## src/rtl/hack_multicycle_cpu_pkg.sv

```systemverilog
// Shared types and instruction field positions
// for the multi-cycle Hack CPU.
package hack_cpu_pkg;

  typedef enum logic [4:0] {
    FETCH    = 5'b00001,
    EXECUTE  = 5'b00010,
    SETXY    = 5'b00100,
    SET_DEST = 5'b01000,
    SET_PC   = 5'b10000
  } state_e;

  localparam int C_BIT   = 15;
  localparam int A_BIT   = 12;
  localparam int COMP_HI = 11;
  localparam int COMP_LO = 6;
  localparam int DEST_A  = 5;
  localparam int DEST_D  = 4;
  localparam int DEST_M  = 3;
  localparam int J_LT    = 2;
  localparam int J_EQ    = 1;
  localparam int J_GT    = 0;

endpackage

```

## src/rtl/hack_multicycle_cpu_if.sv

```systemverilog
// Instruction ROM and data memory bus
// between the Hack CPU and its memories.
interface hack_multicycle_cpu_if;
  logic [15:0] inM;
  logic [15:0] romOut;
  logic [15:0] outM;
  logic        writeM;
  logic [14:0] addressM;
  logic [14:0] pc;

  modport master (
    input  inM, romOut,
    output outM, writeM, addressM, pc
  );

  modport slave (
    output inM, romOut,
    input  outM, writeM, addressM, pc
  );
endinterface

```

## src/rtl/hack_multicycle_cpu_alu.sv

```systemverilog
// Combinational 16-bit Hack ALU with
// zero and negative flags.
module hack_alu (
  input  logic [15:0] x,
  input  logic [15:0] y,
  input  logic        zx,
  input  logic        nx,
  input  logic        zy,
  input  logic        ny,
  input  logic        f,
  input  logic        no,
  output logic [15:0] out,
  output logic        zr,
  output logic        ng
);
  logic [15:0] x1, x2, y1, y2, o;

  assign x1  = zx ? 16'h0000 : x;
  assign x2  = nx ? ~x1 : x1;
  assign y1  = zy ? 16'h0000 : y;
  assign y2  = ny ? ~y1 : y1;
  assign o   = f ? (x2 + y2) : (x2 & y2);
  assign out = no ? ~o : o;
  assign zr  = (out == 16'h0000);
  assign ng  = out[15];
endmodule

```

## src/rtl/hack_multicycle_cpu.sv

```systemverilog
// Multi-cycle Hack CPU: 3-cycle A-instructions,
// 5-cycle C-instructions, registered memory bus.
module hack_multicycle_cpu
  import hack_cpu_pkg::*;
(
  input  logic                   clk,
  input  logic                   reset,
  hack_multicycle_cpu_if.master  bus
);
  state_e      state_q, state_d;
  logic [15:0] instr_q, instr_d;
  logic [15:0] a_q, a_d;
  logic [15:0] d_q, d_d;
  logic [15:0] x_q, x_d;
  logic [15:0] y_q, y_d;
  logic [15:0] outm_q, outm_d;
  logic [14:0] addr_q, addr_d;
  logic [14:0] pc_q, pc_d;
  logic [14:0] tgt_q, tgt_d;
  logic        wr_q, wr_d;
  logic        jmp_q, jmp_d;

  logic [15:0] alu_out;
  logic        alu_zr, alu_ng;
  logic        jump;

  hack_alu u_alu (
    .x   (x_q),
    .y   (y_q),
    .zx  (instr_q[COMP_HI]),
    .nx  (instr_q[COMP_HI-1]),
    .zy  (instr_q[COMP_HI-2]),
    .ny  (instr_q[COMP_HI-3]),
    .f   (instr_q[COMP_LO+1]),
    .no  (instr_q[COMP_LO]),
    .out (alu_out),
    .zr  (alu_zr),
    .ng  (alu_ng)
  );

  assign jump = instr_q[C_BIT] &
    ((instr_q[J_LT] & alu_ng) |
     (instr_q[J_EQ] & alu_zr) |
     (instr_q[J_GT] & ~alu_zr & ~alu_ng));

  always_comb begin
    state_d = state_q;
    instr_d = instr_q;
    a_d     = a_q;
    d_d     = d_q;
    x_d     = x_q;
    y_d     = y_q;
    outm_d  = outm_q;
    addr_d  = addr_q;
    pc_d    = pc_q;
    tgt_d   = tgt_q;
    jmp_d   = jmp_q;
    wr_d    = 1'b0;
    case (state_q)
      FETCH: begin
        instr_d = bus.romOut;
        state_d = EXECUTE;
      end
      EXECUTE: begin
        if (!instr_q[C_BIT]) begin
          a_d     = instr_q;
          jmp_d   = 1'b0;
          state_d = SET_PC;
        end else begin
          addr_d  = a_q[14:0];
          state_d = SETXY;
        end
      end
      SETXY: begin
        x_d     = d_q;
        y_d     = instr_q[A_BIT] ? bus.inM : a_q;
        state_d = SET_DEST;
      end
      SET_DEST: begin
        if (instr_q[DEST_A]) a_d = alu_out;
        if (instr_q[DEST_D]) d_d = alu_out;
        if (instr_q[DEST_M]) begin
          outm_d = alu_out;
          wr_d   = 1'b1;
        end
        // target is A before this instruction's own update
        jmp_d   = jump;
        tgt_d   = a_q[14:0];
        state_d = SET_PC;
      end
      SET_PC: begin
        pc_d    = jmp_q ? tgt_q : pc_q + 15'd1;
        state_d = FETCH;
      end
      default: begin
        // corrupted state code recovers like reset
        state_d = FETCH;
        instr_d = '0;
        a_d     = '0;
        d_d     = '0;
        x_d     = '0;
        y_d     = '0;
        outm_d  = '0;
        addr_d  = '0;
        pc_d    = '0;
        tgt_d   = '0;
        jmp_d   = 1'b0;
      end
    endcase
  end

  always_ff @(posedge clk) begin
    if (reset) begin
      state_q <= FETCH;
      instr_q <= '0;
      a_q     <= '0;
      d_q     <= '0;
      x_q     <= '0;
      y_q     <= '0;
      outm_q  <= '0;
      addr_q  <= '0;
      pc_q    <= '0;
      tgt_q   <= '0;
      wr_q    <= 1'b0;
      jmp_q   <= 1'b0;
    end else begin
      state_q <= state_d;
      instr_q <= instr_d;
      a_q     <= a_d;
      d_q     <= d_d;
      x_q     <= x_d;
      y_q     <= y_d;
      outm_q  <= outm_d;
      addr_q  <= addr_d;
      pc_q    <= pc_d;
      tgt_q   <= tgt_d;
      wr_q    <= wr_d;
      jmp_q   <= jmp_d;
    end
  end

  assign bus.outM     = outm_q;
  assign bus.writeM   = wr_q;
  assign bus.addressM = addr_q;
  assign bus.pc       = pc_q;

endmodule

```

## src/flat_wrapper.sv

```systemverilog
// flat-port wrapper written by rule: the top's interface ports become plain ports
module hack_multicycle_cpu_flat import hack_cpu_pkg::*;
  (clk, reset, bus_inM, bus_romOut, bus_outM, bus_writeM, bus_addressM, bus_pc);
  hack_multicycle_cpu_if bus_i ();
  input  logic clk;
  input  logic reset;
  input wire logic [$bits(bus_i.inM)-1:0] bus_inM;
  input wire logic [$bits(bus_i.romOut)-1:0] bus_romOut;
  output wire logic [$bits(bus_i.outM)-1:0] bus_outM;
  output wire logic [$bits(bus_i.writeM)-1:0] bus_writeM;
  output wire logic [$bits(bus_i.addressM)-1:0] bus_addressM;
  output wire logic [$bits(bus_i.pc)-1:0] bus_pc;
  assign bus_i.inM = bus_inM;
  assign bus_i.romOut = bus_romOut;
  assign bus_outM = bus_i.outM;
  assign bus_writeM = bus_i.writeM;
  assign bus_addressM = bus_i.addressM;
  assign bus_pc = bus_i.pc;
  hack_multicycle_cpu u_core (.clk(clk), .reset(reset), .bus(bus_i));
endmodule
```

## config.mk

```make
export PLATFORM = sky130hd
export DESIGN_NAME = hack_multicycle_cpu_flat
export DESIGN_NICKNAME = d
export VERILOG_FILES = /design/src/rtl/hack_multicycle_cpu_pkg.sv /design/src/rtl/hack_multicycle_cpu_if.sv /design/src/rtl/hack_multicycle_cpu_alu.sv /design/src/rtl/hack_multicycle_cpu.sv /design/src/flat_wrapper.sv
export SDC_FILE = /design/constraint.sdc
export NUM_CORES = 1
export LEC_CHECK = 0
export ABC_AREA = 1
export CORE_AREA = 3 3 147 149
export DETAILED_ROUTE_END_ITERATION = 7
export DIE_AREA = 0 0 150 152
export GPL_TIMING_DRIVEN = 0
export HOLD_SLACK_MARGIN = 0.02
export PLACE_DENSITY = 0.66
export SYNTH_ARGS = -nofsm -noshare
export SYNTH_HDL_FRONTEND = slang
export SYNTH_SLANG_ARGS = --single-unit
```

## constraint.sdc

```tcl
create_clock -name clk -period 3.45 [get_ports clk]
set_clock_uncertainty 0.2 [all_clocks]
set_input_delay 0.345 -clock clk [delete_from_list [all_inputs] [get_ports clk]]
set_output_delay 0.345 -clock clk [all_outputs]
set_load 0.01 [all_outputs]
```

Word level (Yosys, flattened, before mapping)
Index checks and enable logic that the tools add are counted.
Widths: inputs -> output; s select.

word-level totals
  bits of input ports = 34
  flip-flop bits (word level) = 148
  output and inout bits = 47

operators by class
  mux-type cells = 27
  equality and inequality tests = 10
  add/subtract/negate cells = 2
  bitwise gates (word level) = 17
  reductions and logical operators = 13

operator list
  kind                   number
  $mux 16                11
  $pmux 16 s2            5
  $pmux 15 s2            3
  $not 16->16            3
  $pmux 16 s3            1
  $mux 15                2
  $pmux 5 s4             1
  $reduce_or 4->1        5
  $add 16x16->16         1
  $and 16x16->16         1
  $logic_not 16->1       1
  $add 15x1->15 const B  1
  $ne 2x1->1 const B     4
  $reduce_and 2->1       4
  $not 1->1              6
  $and 1x1->1            5
  $eq 5x1->1 const B     1
  $eq 5x2->1 const B     1
  $eq 5x3->1 const B     1
  $eq 5x4->1 const B     1
  $eq 5x5->1 const B     1
  $mux 5                 1
  $pmux 1 s3             1
  $reduce_and 3->1       1
  other kinds (5)        7

Logic depth before layout (Yosys ltp)
Gate-level depths: netlist (run 1).

  word-level depth = 14
  depth in mapped cells = 24

Cells and area by module
From an unflattened synthesis (run 1), not the netlist that was laid out.

second synthesis, totals
  cells, all modules = 1,372
  area, all modules = 8,700.8 sq um

by module, submodules not included
  module               area each (sq um)  cells an instance  times used
  hack_multicycle_cpu  6,611.3            953                1
  hack_alu             2,089.5            419                1

Least setup slack after synthesis (run 1)
No wires, ideal clock.

  path kind = register to register
  start point = reg u_core.instr_q[10]
  end point = reg u_core.jmp_q
  setup time = 0.131 ns
  setup slack = 0.301 ns
  cell stages (with the launch flop) = 22
  period minus slack after synthesis = 3.149 ns
  data arrival time = 2.819 ns
  cells stage by stage = dfxtp_1 clkbuf_1 buf_2 xnor2_1 ha_1 fa_1 nand2_1 nand2_2 nand3_2 nand2_2 nand2_1 nand3_1 nand2_1 nand2_1 nand2_1 nand2_1 nor3_1 nand3_1 nand2_1 nand3_1 nand2_1 a21oi_2

on the way
  longest elaborated chain between the ends = 12
  elaborated cells between the ends (all ways) = 17

ends and longest elaborated chain
  item                                              line                           text
  from (decl)                                       hack_multicycle_cpu.sv:11      logic [15:0] instr_q, instr_d;
  from (signal assigned)                            hack_multicycle_cpu.sv:128     instr_q <= instr_d;
  $mux 16 (*)                                       hack_multicycle_cpu_alu.sv:19  assign x2 = nx ? ~x1 : x1;
  $add 16x16->16 or $and 16x16->16 (tied branches)  hack_multicycle_cpu_alu.sv:22  assign o = f ? (x2 + y2) : (x2 & y2);
  $mux 16 (*)                                       hack_multicycle_cpu_alu.sv:22
  $not 16->16                                       hack_multicycle_cpu_alu.sv:23  assign out = no ? ~o : o;
  $mux 16 (*)                                       hack_multicycle_cpu_alu.sv:23
  $logic_not 16->1                                  hack_multicycle_cpu_alu.sv:24  assign zr = (out == 16'h0000);
  $not 1->1                                         hack_multicycle_cpu.sv:44      (instr_q[J_GT] & ~alu_zr & ~alu_ng));
  $and 1x1->1 (2 in a row)                          hack_multicycle_cpu.sv:44
  $or 1x1->1 (*)                                    hack_multicycle_cpu.sv:43      (instr_q[J_EQ] & alu_zr) |
  $and 1x1->1 (*)                                   hack_multicycle_cpu.sv:41      assign jump = instr_q[C_BIT] &
  $pmux 1 s3 (*)                                    hack_multicycle_cpu.sv:59      case (state_q)
  to (signal assigned)                              hack_multicycle_cpu.sv:138     jmp_q <= jmp_d;
  to (decl)                                         hack_multicycle_cpu.sv:21      logic jmp_q, jmp_d;

Every way passes the cells marked *; elsewhere a longest branch is shown, timed or not.
A chain may end at the register's enable or synchronous reset.

Final worst setup path (run 1)
  start point = reg u_core.instr_q[11]
  end point = reg u_core.jmp_q

on the way
  longest elaborated chain between the ends = 14
  elaborated cells between the ends (all ways) = 19

ends and longest elaborated chain
  item                                              line                           text
  $mux 16 (*)                                       hack_multicycle_cpu_alu.sv:18  assign x1 = zx ? 16'h0000 : x;
  $not 16->16                                       hack_multicycle_cpu_alu.sv:19
  $mux 16 (*)                                       hack_multicycle_cpu_alu.sv:19
  $add 16x16->16 or $and 16x16->16 (tied branches)  hack_multicycle_cpu_alu.sv:22
  $mux 16 (*)                                       hack_multicycle_cpu_alu.sv:22
  $not 16->16                                       hack_multicycle_cpu_alu.sv:23
  $mux 16 (*)                                       hack_multicycle_cpu_alu.sv:23
  $logic_not 16->1                                  hack_multicycle_cpu_alu.sv:24
  $not 1->1                                         hack_multicycle_cpu.sv:44
  $and 1x1->1 (2 in a row)                          hack_multicycle_cpu.sv:44
  $or 1x1->1 (*)                                    hack_multicycle_cpu.sv:43
  $and 1x1->1 (*)                                   hack_multicycle_cpu.sv:41
  $pmux 1 s3 (*)                                    hack_multicycle_cpu.sv:59

Marks and branches as above.

==> flow_summary.json, run 1 <==
{
  "nFillCells": 2051,
  "setup.worst_path.start": "u_core.instr_q[11]$_SDFFE_PP0N_",
  "vias_per_cell": 5.22,
  "internal-power_w": 0.00351,
  "worst_path_most_repeated_cell": "sky130_fd_sc_hd__nand2_1",
  "outcome": "finished, final reports clean",
  "postCtsHoldBufs": 0,
  "place_ws_ps": -569,
  "hp-class": "register to register",
  "dp_hpwl_um": 20100,
  "clock-sinks": 148,
  "cells_after_synthesis": 1161,
  "grt_max_degree": 17,
  "leakagePower_nw": 4.03,
  "wirelength_um": 26200,
  "die-width_um": 150,
  "period_share_pct": 93.9,
  "cts-buffers-inserted": 17,
  "power-per-cell-area_nw_per_um2": 516,
  "post-synth-top-count-cell": "sky130_fd_sc_hd__nand2_1",
  "ctsRootBufferMaster": "sky130_fd_sc_hd__clkbuf_16",
  "critical_path.cell_chain": "inv_4 > buf_6 > nand2_1 > xor2_2 > inv_1 > ha_4 > nand2_1 > nor2_4 > and2_1 > nand2_2 > nand2_2 > nand2_1 > nand3_1 > nand3_2 > nand2_2 > nand2_1 > nor2_4 > nand3_1 > nand2_1 > nand3_1 > nand2_2 > a21oi_2",
  "timing.setup.tns_ps": 0,
  "max-clock-path-buffers": 2,
  "combPwrFrac_pct": 22.7,
  "top_cells_by_area_in_the_synthesized_netlist": "sky130_fd_sc_hd__dfxtp_1 37%, sky130_fd_sc_hd__nand2_1 14%, sky130_fd_sc_hd__a21oi_1 8.3%",
  "arrival_ps": 3340,
  "timing.critical_path.from_type": "register",
  "power.net_switching_w": 0.00163,
  "tightest_slew_ps": 750,
  "worst_path_max_delay_cell": "sky130_fd_sc_hd__dfxtp_4",
  "synth.cells.most_frequent": "307 x sky130_fd_sc_hd__nand2_1, 148 x sky130_fd_sc_hd__dfxtp_1, 133 x sky130_fd_sc_hd__a21oi_1",
  "placement.io_buffers": 79,
  "postSynth.asyncResetShare_pct": 0,
  "hold_viol_final": 0,
  "yosys_warnings": 0,
  "core_sq_um": 20300,
  "critical_path.top_delay_family": "simple AND/OR/NAND/NOR gates",
  "vias": 8055,
  "synth.yosys.seq_area_share_pct": 37.2,
  "gpl.final_weighted_congestion": 0.955,
  "detailed_place.area_sq_um": 9100,
  "maxCapViolCount": 0,
  "postRouteAntennaNets": 0,
  "worst_hold_startpoint": "u_core.x_q[8]$_SDFFE_PP0N_",
  "synth_area_leader_cell": "sky130_fd_sc_hd__dfxtp_1",
  "area_growth_pct": 24.9,
  "peakVddDrop_v": 0.000461,
  "setup_viol_count_final": 0,
  "cp.required_ps": 3550,
  "clock_tree_from_tritoncts": "yes",
  "first_pass_grt_wire_length_um": 40700,
  "syn_avg_cell_area_sq_um": 6.87,
  "die_y_um": 152,
  "critPathKind": "register to register",
  "nets": 1311,
  "first_global_vias": 7317,
  "share_seq_of_total_power_pct": 38.3,
  "achievable-frequency_ghz": 0.309,
  "timing.final.ws_setup_ps": 210,
  "sequential_area_sq_um": 2980,
  "cp_max_fo": 10,
  "detail_route.first_pass.iterations": 5,
  "drc_violation_count_after_routing": 0,
  "overflow": 0,
  "post_route_cells_drive_above_1_share_pct": 11.0,
  "io-pin-count": 81,
  "clk_pin_slew_worst_paths_ps": 60,
  "synth_enable_flop_cells": 0,
  "synth_ff_type": "sky130_fd_sc_hd__dfxtp_1",
  "drtIter0Drc": 771,
  "worst_r2r_startpoint": "u_core.instr_q[11]$_SDFFE_PP0N_",
  "wire_per_inst_um": 17.0,
  "crit_path_max_incr_delay_ps": 400,
  "clk-insertion-delay-late_ps": 430,
  "power.clock.fraction_pct": 39.0,
  "setup.worst_path.end_class": "register",
  "synth_nets": 1213,
  "p_sw_share_pct": 31.7,
  "yosysTopAreaCellShare_pct": 37.2,
  "rows": 52,
  "report.final.slew_viol_count": 0,
  "grtUsageTotal_pct": 22.7,
  "synth.cell_area_sq_um": 7970,
  "period_minus_slack_ps": 3240,
  "multi_input_comb_area_sq_um": 4380,
  "cts_htree_levels": 4,
  "post_synthesis_sequential_element_count": 148,
  "grt_antenna_before_repair": 0,
  "timing.critical_path.buf_inv": 3,
  "number_of_different_library_cells_in_the_post_synthesis_netlist": 44,
  "slew_headroom_pct": 49.7,
  "floorplan.die_area_sq_um": 22800,
  "fin_area_sq_um": 9960,
  "starting_density_of_the_core_pct": 39.3,
  "antenna-diode-count": 0
}
## sequential cells by signal, summed over array words and instances, names as in the netlist
signal,count
u_core.bus.outM,16
u_core.jmp_q,1
u_core.d_q,16
u_core.state_q,5
u_core.x_q,16
u_core.bus.addressM,15
u_core.tgt_q,15
u_core.instr_q,16
u_core.a_q,16
u_core.y_q,16
u_core.bus.writeM,1
u_core.bus.pc,15
## layout make-up
cell class	instances	share of cell area [%]
Tap cell	270	3.39
Timing Repair Buffer	81	8.09
Sequential cell	148	29.9
Clock inverter	14	2.01
Buffer	63	3.12
Multi-Input combinational cell	814	44.0
Clock buffer	18	4.41
Inverter	134	5.10
## metrics by stage
| step | util (%) | hold WS (ps) | power (W) | cells |
|---|---|---|---|---|
| floorplan | - | 236 | 0.00269 | 1161 |
| global placement | 44.8 | 249 | 0.00308 | 1510 |
| detailed placement | 44.8 | 252 | 0.00309 | 1510 |
| CTS | 48.2 | 262 | 0.00509 | 1540 |
| global route | 49.0 | 278 | 0.00536 | 1542 |
| finish | 49.0 | 262 | 0.00514 | 1542 |
## worst min-delay path: stages (launching register included)
cell	delay [ps]
sky130_fd_sc_hd__dfxtp_1	310
sky130_fd_sc_hd__nand2_1	60
sky130_fd_sc_hd__a21oi_1	50
## cell usage in the layout, fill, tap and decap left out, types with 7 or more instances in the layout
cell type and instances:
sky130_fd_sc_hd__a21oi_1 132, sky130_fd_sc_hd__a221oi_1 12, sky130_fd_sc_hd__a22oi_1 7, sky130_fd_sc_hd__buf_2 20, sky130_fd_sc_hd__clkbuf_1 34, sky130_fd_sc_hd__clkbuf_16 17, sky130_fd_sc_hd__clkdlybuf4s50_1 79, sky130_fd_sc_hd__dfxtp_1 144
sky130_fd_sc_hd__ha_1 8, sky130_fd_sc_hd__inv_1 122, sky130_fd_sc_hd__inv_2 8, sky130_fd_sc_hd__nand2_1 302, sky130_fd_sc_hd__nand2_2 16, sky130_fd_sc_hd__nand3_1 95, sky130_fd_sc_hd__nand4_1 9, sky130_fd_sc_hd__nor2_1 31
sky130_fd_sc_hd__nor2_2 8, sky130_fd_sc_hd__o211ai_1 8, sky130_fd_sc_hd__o21ai_0 66, sky130_fd_sc_hd__o21ai_1 12, sky130_fd_sc_hd__o22ai_1 12, sky130_fd_sc_hd__xor2_1 37
## metal layers
| layer | routed length [um] | vias up | GRT usage, % |
|---|---|---|---|
| li1 | - | 4003 | - |
| met1 | 12200 | 3749 | 33.2 |
| met2 | 11800 | 275 | 34.8 |
| met3 | 1880 | 28 | 4.44 |
| met4 | 336 | 0 | 4.58 |
| met5 | 0 | - | 0 |
## logic make-up after synthesis
| family | count (synthesis) | synth area share (%) |
|---|---|---|
| AO/OA/AOI/OAI | 260 | 18.0 |
| XOR/XNOR | 43 | 4.72 |
| adder cells (fa/ha/maj) | 18 | 2.92 |
| buffers and inverters | 199 | 9.98 |
| flip-flops | 148 | 37.2 |
| multiplexers | 4 | 0.565 |
| AND/OR/NAND/NOR | 489 | 26.7 |
## power by group through the flow
stage / logic (W) / clock network [W] / registers [W]
finish: 0.00117 / 0.00200 / 0.00196
global route: 0.00130 / 0.00209 / 0.00197
CTS: 0.00112 / 0.00201 / 0.00196
detailed placement: 0.00110 / 0 / 0.00198
global placement: 0.00110 / 0 / 0.00198
floorplan: 0.000734 / 0 / 0.00195
## final timing paths
check	cells after the start	endpoint	slack [ps]
setup reg to reg	22	u_core.jmp_q$_SDFFE_PP0P_	210
setup / recovery	22	u_core.jmp_q$_SDFFE_PP0P_	210
hold / removal	2	u_core.x_q[8]$_SDFFE_PP0N_	260
hold reg to reg	2	u_core.x_q[8]$_SDFFE_PP0N_	260
## repair_timing
item / in CTS / in global routing
gates resized for setup: 16 / 41
setup buffers: 0 / 2
pin swaps: 0 / 5
endpoints found under the setup margin: 22 / 7
Power figures use the tool's default switching activity.
==> inputs of run 2 (changes only) <==
--- a/config.mk
+++ b/config.mk
@@ -6,12 +6,16 @@
 export NUM_CORES = 1
 export LEC_CHECK = 0
 export ABC_AREA = 1
+export CELL_PAD_IN_SITES_DETAIL_PLACEMENT = 0
+export CELL_PAD_IN_SITES_GLOBAL_PLACEMENT = 1
 export CORE_AREA = 3 3 147 149
 export DETAILED_ROUTE_END_ITERATION = 7
 export DIE_AREA = 0 0 150 152
 export GPL_TIMING_DRIVEN = 0
 export HOLD_SLACK_MARGIN = 0.02
-export PLACE_DENSITY = 0.66
+export PLACE_DENSITY = 0.84
+export REMOVE_ABC_BUFFERS = 1
 export SYNTH_ARGS = -nofsm -noshare
 export SYNTH_HDL_FRONTEND = slang
 export SYNTH_SLANG_ARGS = --single-unit
+export TNS_END_PERCENT = 10
==> flow_summary.json, run 2 (same netlist as run 1, synthesis figures left out) <==
{
  "wirelength_um": 23700,
  "grt_antenna_before_repair": 0,
  "first_global_vias": 7389,
  "p_sw_share_pct": 33.3,
  "detail_route.first_pass.iterations": 5,
  "nets": 1262,
  "cp.required_ps": 3550,
  "nFillCells": 2105,
  "io-pin-count": 81,
  "finalHoldWorstSlack_ps": 139,
  "timing.critical_path.from_type": "register",
  "power.clock.fraction_pct": 38.3,
  "leakagePower_nw": 3.89,
  "period_share_pct": 98.4,
  "cts-buffers-inserted": 17,
  "starting_density_of_the_core_pct": 39.3,
  "hp-class": "input pin to register",
  "wire_per_inst_um": 15.9,
  "outcome": "finished, final reports clean",
  "post_route_cells_drive_above_1_share_pct": 9.57,
  "cts_htree_levels": 4,
  "fin_area_sq_um": 9670,
  "vias_per_cell": 5.16,
  "power-per-cell-area_nw_per_um2": 514,
  "maxCapViolCount": 0,
  "vias": 7707,
  "internal-power_w": 0.00331,
  "clock-sinks": 148,
  "die-width_um": 150,
  "most-common-layout-cells": "305 x sky130_fd_sc_hd__nand2_1, 145 x sky130_fd_sc_hd__dfxtp_1, 132 x sky130_fd_sc_hd__a21oi_1",
  "achievable-frequency_ghz": 0.295,
  "dp_cells": 1451,
  "setup.worst_path.end_class": "register",
  "die_y_um": 152,
  "report.final.slew_viol_count": 0,
  "final_common_cell": "sky130_fd_sc_hd__nand2_1",
  "peakVddDrop_v": 0.000351,
  "clock_tree_from_tritoncts": "yes",
  "ctsRootBufferMaster": "sky130_fd_sc_hd__clkbuf_16",
  "core_sq_um": 20300,
  "clk-insertion-delay-late_ps": 430,
  "rows": 52,
  "arrival_ps": 3490,
  "dp_hpwl_um": 16000,
  "final-instance-count-excl-fill": 1493,
  "overflow": 0,
  "postCtsHoldBufs": 0,
  "clk_pin_slew_worst_paths_ps": 70,
  "detailed_place.area_sq_um": 8910,
  "slew_headroom_pct": 11.0,
  "sequential_area_sq_um": 2970,
  "cp_max_fo": 18,
  "postRouteAntennaNets": 0,
  "area_growth_pct": 21.2,
  "period_minus_slack_ps": 3390,
  "grt_max_degree": 68,
  "floorplan.die_area_sq_um": 22800,
  "share_seq_of_total_power_pct": 39.9,
  "gpl.final_weighted_congestion": 0.872,
  "multi_input_comb_area_sq_um": 4300,
  "power.net_switching_w": 0.00165,
  "setup_viol_count_final": 0,
  "critPathKind": "register to register",
  "hold_viol_final": 0,
  "drtIter0Drc": 489,
  "first_pass_grt_wire_length_um": 38300,
  "placement.io_buffers": 80,
  "tightest_slew_ps": 1330,
  "grtUsageTotal_pct": 20.8,
  "drc_violation_count_after_routing": 0,
  "max-clock-path-buffers": 2,
  "combPwrFrac_pct": 21.9,
  "grt_setup_unrepaired": "true",
  "antenna-diode-count": 0
}
[run 2: cell type report]
type,instances,area share (%)
timing repair buffer,92,9.60
timing repair inverter,3,0.181
clock inverter,15,1.75
sequential,148,30.7
multi-input combinational,814,44.4
clock buffer,17,4.40
tap,270,3.49
inverter,134,5.38
[run 2: what timing repair did]
item                                    CTS  global route
endpoints found under the setup margin   43            79
gates resized for setup                   7            19
buffers inserted                          0             7
cloned                                    0             3
pin swaps                                 0             4
[run 2: final timing paths]
| check | start | endpoint | slack, ps | depth (start not counted) |
|---|---|---|---|---|
| min | reset | u_core.tgt_q[2]$_SDFFE_PP0P_ | 140 | 2 |
| max | u_core.state_q[4]$_SDFF_PP0_ | u_core.y_q[13]$_SDFFE_PP0N_ | 60 | 9 |
| min reg2reg | u_core.tgt_q[0]$_SDFFE_PP0P_ | u_core.tgt_q[0]$_SDFFE_PP0P_ | 260 | 2 |
| max reg2reg | u_core.state_q[4]$_SDFF_PP0_ | u_core.y_q[13]$_SDFFE_PP0N_ | 60 | 9 |
[run 2: stage by stage]
step / util, % / total power [W] / setup TNS [ps] / worst slack [ps]
2_1_floorplan: - / 0.00261 / 0 / 87.6
4_1_cts: 46.9 / 0.00493 / -210 / -185
3_3_place_gp: 43.5 / 0.00301 / -301760 / -3800
6_report: 47.6 / 0.00497 / 0 / 56.5
3_5_place_dp: 43.9 / 0.00303 / -7370 / -436
5_1_grt: 47.6 / 0.00521 / -4340 / -187
[run 2: worst max-delay path, stage by stage (launching register included)]
cell	delay [ps]
sky130_fd_sc_hd__dfxtp_1	430
sky130_fd_sc_hd__inv_2	80
sky130_fd_sc_hd__nand4_1	230
sky130_fd_sc_hd__clkinvlp_4	430
sky130_fd_sc_hd__nor2_1	230
sky130_fd_sc_hd__inv_1	330
sky130_fd_sc_hd__nor3_2	510
sky130_fd_sc_hd__clkinvlp_4	550
sky130_fd_sc_hd__nand2_1	180
sky130_fd_sc_hd__a21oi_1	80
[run 2: per-layer routing]
metal | track usage, % | part of all wire, % | up-vias
li1 | - | - | 3901
met1 | 29.0 | 49 | 3590
met2 | 32.7 | 45 | 172
met3 | 3.52 | 4.0 | 44
met4 | 6.41 | 2.1 | 0
met5 | 0 | 0 | -
[run 2: power by group through the flow]
stage / logic (W) / registers [W] / clock network (W)
global route: 0.00122 / 0.00200 / 0.00200
detailed placement: 0.00102 / 0.00201 / 0
floorplan: 0.000628 / 0.00198 / 0
CTS: 0.00103 / 0.00198 / 0.00192
finish: 0.00109 / 0.00198 / 0.00190
global placement: 0.000998 / 0.00201 / 0
